## src/rtl/operand_entry.sv

```systemverilog
// operand_entry -- sequential operand entry front end for the signed 4-bit
// add/sub display path.
//
// The user picks a sign on a switch and steps a magnitude with a pushbutton.
// A second pushbutton walks through operand A, operand B and DONE. The
// sign/magnitude entry is converted to two's complement for the adder.
//
// Ports:
//   clk      in   system clock
//   rst      in   asynchronous reset, active-high
//   key_n    in   [1:0] raw pushbuttons, active-low; [0] increment, [1] advance
//   sign_sw  in   raw sign switch, 1 = negative
//   op_a     out  [3:0] operand A, two's complement
//   op_b     out  [3:0] operand B, two's complement
//   valid    out  both operands committed (state DONE)
//   field    out  [1:0] current state: 0 = A_EDIT, 1 = B_EDIT, 2 = DONE
//   cur_mag  out  [3:0] magnitude of the field being edited (0 in DONE)
//   cur_neg  out  sign of the field being edited (0 in DONE)
//
// Optional feature: define OPERAND_ENTRY_AUTO_REPEAT_EN to auto-repeat the
// increment key while it is held (first repeat REPEAT_DELAY cycles after the
// press, then every REPEAT_CYCLES; REPEAT_CYCLES must not exceed REPEAT_DELAY).

module operand_entry #(
  parameter int DEBOUNCE_CYCLES = 500000,
  parameter int REPEAT_DELAY    = 25000000,
  parameter int REPEAT_CYCLES   = 10000000
) (
  input  logic       clk,
  input  logic       rst,
  input  logic [1:0] key_n,
  input  logic       sign_sw,
  output logic [3:0] op_a,
  output logic [3:0] op_b,
  output logic       valid,
  output logic [1:0] field,
  output logic [3:0] cur_mag,
  output logic       cur_neg
);

  typedef enum logic [1:0] {
    A_EDIT = 2'd0,
    B_EDIT = 2'd1,
    DONE   = 2'd2
  } state_t;

  localparam int DBW = $clog2(DEBOUNCE_CYCLES + 1);
  localparam logic [DBW-1:0] DB_LAST = DBW'(DEBOUNCE_CYCLES - 1);

  // Two-flop synchronizers. Key stages reset to the "pressed" level so that a
  // key held through reset is never mistaken for a fresh press (see arm_q).
  logic [1:0] key_s1_q, key_s2_q;
  logic       sign_s1_q, sign_s2_q;

  always_ff @(posedge clk or posedge rst) begin
    if (rst) begin
      key_s1_q  <= 2'b00;
      key_s2_q  <= 2'b00;
      sign_s1_q <= 1'b0;
      sign_s2_q <= 1'b0;
    end else begin
      key_s1_q  <= key_n;
      key_s2_q  <= key_s1_q;
      sign_s1_q <= sign_sw;
      sign_s2_q <= sign_s1_q;
    end
  end

  // Debouncers. press[k] is a one-cycle pulse on an accepted high-to-low
  // transition, only once the key has been seen released since reset.
  logic [1:0] press;
  logic [1:0] key_level;

  for (genvar k = 0; k < 2; k++) begin : g_db
    logic           stable_q;
    logic           arm_q;
    logic [DBW-1:0] cnt_q;

    always_ff @(posedge clk or posedge rst) begin
      if (rst) begin
        stable_q <= 1'b1;
        arm_q    <= 1'b0;
        cnt_q    <= '0;
      end else begin
        if (key_s2_q[k]) arm_q <= 1'b1;
        if (key_s2_q[k] == stable_q) begin
          cnt_q <= '0;
        end else if (cnt_q == DB_LAST) begin
          stable_q <= key_s2_q[k];
          cnt_q    <= '0;
        end else begin
          cnt_q <= cnt_q + 1'b1;
        end
      end
    end

    assign press[k]     = stable_q & ~key_s2_q[k] & (cnt_q == DB_LAST) & arm_q;
    assign key_level[k] = stable_q;
  end

  logic adv;
  logic inc;
  assign adv = press[1];

`ifdef OPERAND_ENTRY_AUTO_REPEAT_EN
  localparam int HW = $clog2(REPEAT_DELAY + 1);
  logic          hold_run_q;
  logic [HW-1:0] hold_q;
  logic          rep_pulse;

  // hold_q counts cycles since the accepted press; after a repeat it is
  // reloaded so the next repeat lands REPEAT_CYCLES later.
  assign rep_pulse = hold_run_q & (hold_q == HW'(REPEAT_DELAY));

  always_ff @(posedge clk or posedge rst) begin
    if (rst) begin
      hold_run_q <= 1'b0;
      hold_q     <= '0;
    end else if (adv) begin
      hold_run_q <= 1'b0;
      hold_q     <= '0;
    end else if (press[0]) begin
      hold_run_q <= 1'b1;
      hold_q     <= HW'(1);
    end else if (key_level[0]) begin
      hold_run_q <= 1'b0;
      hold_q     <= '0;
    end else if (rep_pulse) begin
      hold_q <= HW'(REPEAT_DELAY - REPEAT_CYCLES + 1);
    end else if (hold_run_q) begin
      hold_q <= hold_q + 1'b1;
    end
  end

  assign inc = press[0] | rep_pulse;
`else
  assign inc = press[0];
`endif

  // Next magnitude: wrap against the limit of the current sign, then clamp
  // 8 -> 7 if the sign being loaded this edge is positive.
  function automatic logic [3:0] next_mag(input logic [3:0] mag,
                                          input logic       neg_now,
                                          input logic       neg_new,
                                          input logic       step);
    logic [3:0] m;
    logic [3:0] mx;
    mx = neg_now ? 4'd8 : 4'd7;
    m  = mag;
    if (step) m = (mag >= mx) ? 4'd0 : mag + 4'd1;
    if (!neg_new && (m == 4'd8)) m = 4'd7;
    return m;
  endfunction

  function automatic logic [3:0] to_twos(input logic [3:0] mag, input logic neg);
    logic [4:0] t;
    t = ~{1'b0, mag} + 5'd1;
    return neg ? t[3:0] : mag;
  endfunction

  state_t     state_q;
  logic [3:0] mag_a_q, mag_b_q;
  logic       neg_a_q, neg_b_q;
  logic       step;

  // Advance wins over a coincident increment.
  assign step = inc & ~adv;

  always_ff @(posedge clk or posedge rst) begin
    if (rst) begin
      state_q <= A_EDIT;
      mag_a_q <= 4'd0;
      mag_b_q <= 4'd0;
      neg_a_q <= 1'b0;
      neg_b_q <= 1'b0;
    end else begin
      case (state_q)
        A_EDIT: begin
          neg_a_q <= sign_s2_q;
          mag_a_q <= next_mag(mag_a_q, neg_a_q, sign_s2_q, step);
          if (adv) state_q <= B_EDIT;
        end
        B_EDIT: begin
          neg_b_q <= sign_s2_q;
          mag_b_q <= next_mag(mag_b_q, neg_b_q, sign_s2_q, step);
          if (adv) state_q <= DONE;
        end
        DONE: begin
          if (adv) begin
            state_q <= A_EDIT;
            mag_a_q <= 4'd0;
            mag_b_q <= 4'd0;
            neg_a_q <= 1'b0;
            neg_b_q <= 1'b0;
          end
        end
        default: state_q <= A_EDIT;
      endcase
    end
  end

  assign op_a    = to_twos(mag_a_q, neg_a_q);
  assign op_b    = to_twos(mag_b_q, neg_b_q);
  assign valid   = (state_q == DONE);
  assign field   = state_q;
  assign cur_mag = (state_q == A_EDIT) ? mag_a_q :
                   (state_q == B_EDIT) ? mag_b_q : 4'd0;
  assign cur_neg = (state_q == A_EDIT) ? neg_a_q :
                   (state_q == B_EDIT) ? neg_b_q : 1'b0;

endmodule

```

## config.mk

```make
export PLATFORM = sky130hd
export DESIGN_NAME = operand_entry
export DESIGN_NICKNAME = d
export VERILOG_FILES = /design/src/rtl/operand_entry.sv
export SDC_FILE = /design/constraint.sdc
export NUM_CORES = 1
export LEC_CHECK = 0
export ABC_AREA = 1
export CAP_MARGIN = 0
export CORE_UTILIZATION = 40
export DETAILED_ROUTE_END_ITERATION = 16
export SLEW_MARGIN = 20
export SYNTH_ARGS = -nofsm -noshare
export SYNTH_HDL_FRONTEND = slang
export SYNTH_SLANG_ARGS = --single-unit
```

## constraint.sdc

```tcl
create_clock -name clk -period 2.3 [get_ports clk]
set_input_delay 0.345 -clock clk [delete_from_list [all_inputs] [get_ports clk]]
set_output_delay 0.345 -clock clk [all_outputs]
set_load 0.03 [all_outputs]
```

==> flow_metrics.tcl, run 1 <==
set metrics [dict create \
    grt_pass1_vias 3016 \
    synth_seq_cells 60 \
    clkLatencyLatePin_ns 0.35 \
    postSynthAreaPerCell_um2 7.70 \
    io_buffers 20 \
    pwr-share-clk 0.457 \
    worstPathMaxFanout 6 \
    synth_cell_types 37 \
    powerDensity_mw_per_mm2 503 \
    via_count 3092 \
    startpoint "mag_a_q[0]" \
    avgRoutedWirePerCell_um 12.2 \
    timing.max_cap.violations 0 \
    netlist_area_mm2 0.00371 \
    critPathTopFamily "buffers and inverters" \
    combPwrFrac 0.039 \
    grt_max_degree 61 \
    synthCells 482 \
    ios 21 \
    grt_overflow 0 \
    drc 2 \
    path_depth 6 \
    cp_num_buf_inv 3 \
    ir_drop_mv 0.257 \
    synth-edff-count 0 \
    ant_nets 0 \
    critPathMaxStageDelay_ns 0.44 \
    path_cells "inv_1, ha_1, nor2_1, xor2_1, inv_1, dlygate4sd2_1" \
    criticalPathCategory "reg2out" \
    period_share 0.926 \
    worst_slack_ns 0.171 \
    antenna_found_initial 0 \
    p_int_mw 1.63 \
    coreArea_mm2 0.00885 \
    n_antenna_cell 0 \
    layout_commonest_cell "nand2_1" \
    maxSlewHeadroom 0.667 \
    first_pass_iters 12 \
    p_switching_uw 511 \
    tns_ns 0 \
    final_max_slew_viol_count 0 \
    fillers 904 \
    p_seq_frac 0.504 \
    cts_max_level 3 \
    drtIter0Drc 147 \
    final_cell_mix "nand2_1 (106), nor2_1 (73), inv_1 (72), dfrtp_1 (58), nand3_1 (20)" \
    r2r_setup_slack_ns 0.28 \
    cp_slowest_cell "dfrtp_1" \
    setup_viol 0 \
    vias_per_cell 4.94 \
    synthFlopType "dfrtp_1" \
    dp_cells 610 \
    grtUsageTotal 0.178 \
    violations "design-rule violations" \
    routabilityCongestion 0.850 \
    ctsRootBufferMaster "clkbuf_8" \
    min_path_type "reg2reg" \
    numCtsBuffers 9 \
    status "complete, but fails checks" \
    rsz0062_at_grt "no" \
    pre_cts_ws_ns 0.263 \
    drive_gt1_frac 0.104 \
    cp.arrival_ns 1.78 \
    hold_ws_ns 0.357 \
    critPathCaptureType "primary output" \
    initial_core_util 0.419 \
    max_freq_mhz 470 \
    yosysWarnings 0 \
    reg2reg_from "neg_b_q" \
    p_leak_nw 2.20 \
    worstMarginPinSlew_ns 0.494 \
    dp_hpwl_mm 5.73 \
    nets 534 \
    die_area_mm2 0.00967 \
    worstPathRequired_ns 1.96 \
    die_width_um 98.3 \
    cts_buffer_depth 2 \
    fin_cells 626 \
    grt_pass1_wl_mm 13.8 \
    finalWirelength_mm 7.67 \
    p_sw_frac 0.239 \
    skew_ns 0.0152 \
    period_minus_slack_ns 2.13 \
    cp_common_cell "inv_1" \
    final_core_util 0.481 \
    clk_pin_slew_ns 0.07 \
    cts_tree "built" \
    synth_fp_nets 503 \
    rows 34 \
    die_h_um 98.3 \
    postCtsHoldBufs 0 \
    ys_seq_area_frac 0.405 \
    r2r-end "mag_b_q[1]" \
    cp-endpoint "op_a[2]" \
    async_flop_share 1.00 \
    synthToLayoutAreaGrowth_pct 14.8 \
    clock_sinks 60 \
    finalHoldViolCount 0 \
    cp-start-kind "flop" \
    reg2reg_depth 12 \
]
[sequential cells by signal, summed over array words and instances, names as in the netlist]
| signal | cells |
|---|---|
| g_db.stable_q | 2 |
| neg_b_q | 1 |
| sign_s1_q | 1 |
| mag_b_q | 4 |
| neg_a_q | 1 |
| sign_s2_q | 1 |
| g_db.cnt_q | 38 |
| mag_a_q | 4 |
| field | 2 |
| g_db.arm_q | 2 |
| key_s2_q | 2 |
| key_s1_q | 2 |
[stage by stage]
step | cell area, µm² | power, mW
2_1_floorplan | 3710 | 1.15
3_3_place_gp | 4060 | 1.18
3_5_place_dp | 4060 | 1.19
4_1_cts | 4250 | 2.18
5_1_grt | 4260 | 2.23
6_report | 4260 | 2.14
[cells in the mapped netlist (all sizes together), types with 5 or more instances]
| cell | n | area [µm²] |
|---|---|---|
| a21oi | 16 | 80.1 |
| a31oi | 5 | 31.3 |
| dfrtp | 58 | 1450 |
| ha | 16 | 200 |
| inv | 75 | 282 |
| nand2 | 111 | 429 |
| nand3 | 28 | 180 |
| nand4 | 12 | 96.3 |
| nor2 | 83 | 357 |
| nor3 | 10 | 71.3 |
| o21ai | 16 | 80.1 |
| o21bai | 8 | 60.1 |
| o22ai | 9 | 56.3 |
| xor2 | 16 | 140 |
[per-layer routing]
metal / vias to the layer above / GRT usage / wire length, µm
li1: 1600 / - / -
met3: 8 / 0.0451 / 234
met4: 0 / 0.0574 / 110
met1: 1445 / 0.241 / 3950
met5: - / 0 / 0
met2: 39 / 0.280 / 3370
[how the worst min path moves through the flow]
stage / start / endpoint / slack [ns] / cells past startpoint
after detailed placement: sign_s1_q / sign_s2_q / 0.34 / 0
final: key_s1_q[0] / key_s2_q[0] / 0.36 / 0
after global placement: key_s1_q[0] / key_s2_q[0] / 0.33 / 0
after CTS: key_s1_q[0] / key_s2_q[0] / 0.36 / 0
after global routing: key_s1_q[0] / key_s2_q[0] / 0.37 / 0
after floorplan: key_s1_q[0] / key_s2_q[0] / 0.33 / 0
[worst reg2reg max path, cell delays in order (launching register included)]
cell and delay, ns:
dfrtp_1 0.43, inv_1 0.19, ha_1 0.28, nand2_1 0.07, o21bai_1 0.10, nand2_1 0.06
nor2_1 0.22, nand4_1 0.13, nand2_1 0.11, nand3_2 0.11, o21bai_1 0.14, nand2_1 0.07
nand2_1 0.06
[kinds of logic after synthesis]
logic type               after synthesis  share of synthesized area
AND/OR/NAND/NOR                      251                      0.322
AO/OA/AOI/OAI                         58                     0.0920
XOR/XNOR                              18                     0.0425
buffers and inverters                 79                     0.0839
adder cells (fa/ha/maj)               16                     0.0539
flip-flops                            60                      0.405
[power groups by stage]
stage,Combinational (mW),Clock (mW),Sequential (mW)
floorplan,0.0562,0,1.10
global placement,0.0858,0,1.10
detailed placement,0.0871,0,1.10
CTS,0.0872,1.01,1.08
global route,0.0971,1.06,1.08
finish,0.0840,0.978,1.08
[final cells by class]
cell class / count / area [µm²] / share of cell area
inverters: 76 / 285 / 0.0670
well taps: 108 / 135 / 0.0317
multi-input cells: 343 / 1900 / 0.445
clock buffers: 11 / 141 / 0.0332
clock inverters: 5 / 61.3 / 0.0144
repair buffers: 23 / 236 / 0.0555
flip-flops and latches: 60 / 1500 / 0.353
[repair_timing]
item / CTS / global route
setup endpoints to repair: 7 / 4
setup buffers: 0 / 0
resized for setup: 7 / 4
Power figures use the tool's default switching activity.
==> run 2, diff against run 1 <==
--- a/config.mk
+++ b/config.mk
@@ -6,9 +6,9 @@
 export NUM_CORES = 1
 export LEC_CHECK = 0
 export ABC_AREA = 1
-export CAP_MARGIN = 0
-export CORE_UTILIZATION = 40
+export CORE_UTILIZATION = 50
 export DETAILED_ROUTE_END_ITERATION = 16
+export PLACE_DENSITY = 0.69
 export SLEW_MARGIN = 20
 export SYNTH_ARGS = -nofsm -noshare
 export SYNTH_HDL_FRONTEND = slang
==> run 2 against run 1 <==
Compared with the run above: the run now ends clean; clock power is 7.3% lower; wire length grew 1.0%; final cell count is 1.4% lower; clock skew decreased by 0.0055 ns; register-to-register slack got worse by 0.09 ns; design area is 1.1% lower; sequential share of layout area rose by 0.38 points; sequential cell count did not move; core utilization increased by 10 points; die area down 20%; power shrank 3.2%; critical path type unchanged; largest cell class unchanged; highest routed layer unchanged.
==> flow_metrics.tcl, run 2 (synthesis gave the netlist of run 1 again) <==
set metrics [dict create \
    status "complete, no violations" \
    die_h_um 88.2 \
    fillers 687 \
    place_area_mm2 0.00404 \
    drc 0 \
    grt_max_degree 25 \
    die_width_um 88.2 \
    die_area_mm2 0.00777 \
    period_minus_slack_ns 2.13 \
    ctsRootBufferMaster "clkbuf_8" \
    grt_pass1_vias 3026 \
    final_core_util 0.584 \
    reg_top3 "g_db.cnt_q (38), mag_a_q (4), mag_b_q (4)" \
    powerDensity_mw_per_mm2 492 \
    final_max_slew_viol_count 0 \
    numCtsBuffers 9 \
    p_switching_uw 450 \
    min_path_type "reg2reg" \
    multi_input_area_mm2 0.00190 \
    p_seq_frac 0.521 \
    io_buffers 20 \
    clock_sinks 60 \
    drtIter0Drc 157 \
    design_area_mm2 0.00421 \
    coreArea_mm2 0.00721 \
    period_share 0.928 \
    antenna_found_initial 0 \
    grtUsageTotal 0.225 \
    avgRoutedWirePerCell_um 12.6 \
    dp_hpwl_mm 5.93 \
    post_cts_buffers 0 \
    clkLatencyLatePin_ns 0.33 \
    worst_slack_ns 0.166 \
    first_pass_iters 4 \
    p_int_mw 1.62 \
    final_cell_mix "nand2_1 (106), inv_1 (72), nor2_1 (71), dfrtp_1 (58), nand3_1 (20)" \
    rows 31 \
    cts_buffer_depth 2 \
    cp-start-kind "flop" \
    pre_cts_ws_ns 0.168 \
    cts_max_level 3 \
    tns_ns 0 \
    layout_commonest_cell "nand2_1" \
    cts_tree "built" \
    largest_register "g_db.cnt_q" \
    largest_reg_flops 38 \
    synthToLayoutAreaGrowth_pct 13.6 \
    setup_viol 0 \
    grt_overflow 0 \
    pwr-share-clk 0.438 \
    drive_gt1_frac 0.104 \
    max_freq_mhz 469 \
    skew_ns 0.00976 \
    critPathCaptureType "primary output" \
    seq_area_mm2 0.00150 \
    grt_pass1_wl_mm 13.5 \
    rsz0062_at_grt "no" \
    p_sw_frac 0.217 \
    criticalPathCategory "reg2out" \
    clk_pin_slew_ns 0.06 \
    p_leak_nw 2.15 \
    worstPathRequired_ns 1.96 \
    finalWirelength_mm 7.75 \
    finalHoldViolCount 0 \
    ios 21 \
    nets 535 \
    initial_core_util 0.514 \
    via_count 3124 \
    n_antenna_cell 0 \
    combPwrFrac 0.041 \
    maxSlewHeadroom 0.661 \
    cp.arrival_ns 1.79 \
    routabilityCongestion 0.851 \
    worstPathMaxFanout 6 \
    ant_nets 0 \
    timing.max_cap.violations 0 \
    vias_per_cell 5.06 \
    ir_drop_mv 0.333 \
    worstMarginPinSlew_ns 0.507 \
]
-- run 2: layer usage --
metal | track usage | vias up | part of all wire | wire length (µm)
li1 | - | 1599 | - | -
met1 | 0.314 | 1452 | 0.50 | 3850
met2 | 0.354 | 63 | 0.46 | 3550
met3 | 0.0462 | 10 | 0.032 | 249
met4 | 0.0689 | 0 | 0.013 | 100
met5 | 0 | - | 0 | 0
-- run 2: final timing paths --
path,cells after the start,end,from,slack (ns)
worst max-delay path,6,op_a[2],mag_a_q[0],0.17
worst min-delay path,0,key_s2_q[1],key_s1_q[1],0.35
worst max register to register,12,mag_a_q[1],neg_a_q,0.19
worst min register to register,0,key_s2_q[1],key_s1_q[1],0.35
max in group asynchronous,3,mag_a_q[0],rst,1.23
min in group asynchronous,2,key_s1_q[0],rst,0.36
-- run 2: power by group through the flow --
stage / combinational (mW) / sequential (mW) / clock (mW)
after floorplan: 0.0562 / 1.10 / 0
after global placement: 0.0842 / 1.10 / 0
after detailed placement: 0.0867 / 1.10 / 0
after CTS: 0.0865 / 1.08 / 0.927
after global routing: 0.0988 / 1.08 / 0.972
final: 0.0846 / 1.08 / 0.907
-- run 2: metrics by stage --
step           hold slack (ns)  cells  power (mW)
6_report                 0.349    617        2.07
4_1_cts                  0.350    617        2.09
3_3_place_gp             0.335    602        1.18
5_1_grt                  0.367    617        2.15
2_1_floorplan            0.331    482        1.15
3_5_place_dp             0.336    602        1.19
-- run 2: layout make-up --
type,instances,share of cell area
clock inverters,2,0.00831
inverters,76,0.0677
clock buffers,13,0.0353
well taps,99,0.0294
repair buffers,24,0.0514
flip-flops and latches,60,0.357
multi-input cells,343,0.451
-- run 2: worst max-delay path: stages, from the launching register on --
cell	delay, ns
dfrtp_1	0.43
inv_1	0.14
ha_1	0.22
nor2_1	0.12
xor2_1	0.16
inv_1	0.05
dlygate4sd2_1	0.35
-- run 2: timing repair --
item,in CTS,in global routing
setup endpoints to repair,11,7
resized for setup,11,2
hold buffers,0,0
==> run 3, diff against run 2 <==
--- a/config.mk
+++ b/config.mk
@@ -7,6 +7,7 @@
 export LEC_CHECK = 0
 export ABC_AREA = 1
 export CORE_UTILIZATION = 50
+export CTS_CLUSTER_SIZE = 28
 export DETAILED_ROUTE_END_ITERATION = 16
 export PLACE_DENSITY = 0.69
 export SLEW_MARGIN = 20
==> results of run 3 <==
No change in the layout: final DEF, timing and power equal those of run 2.
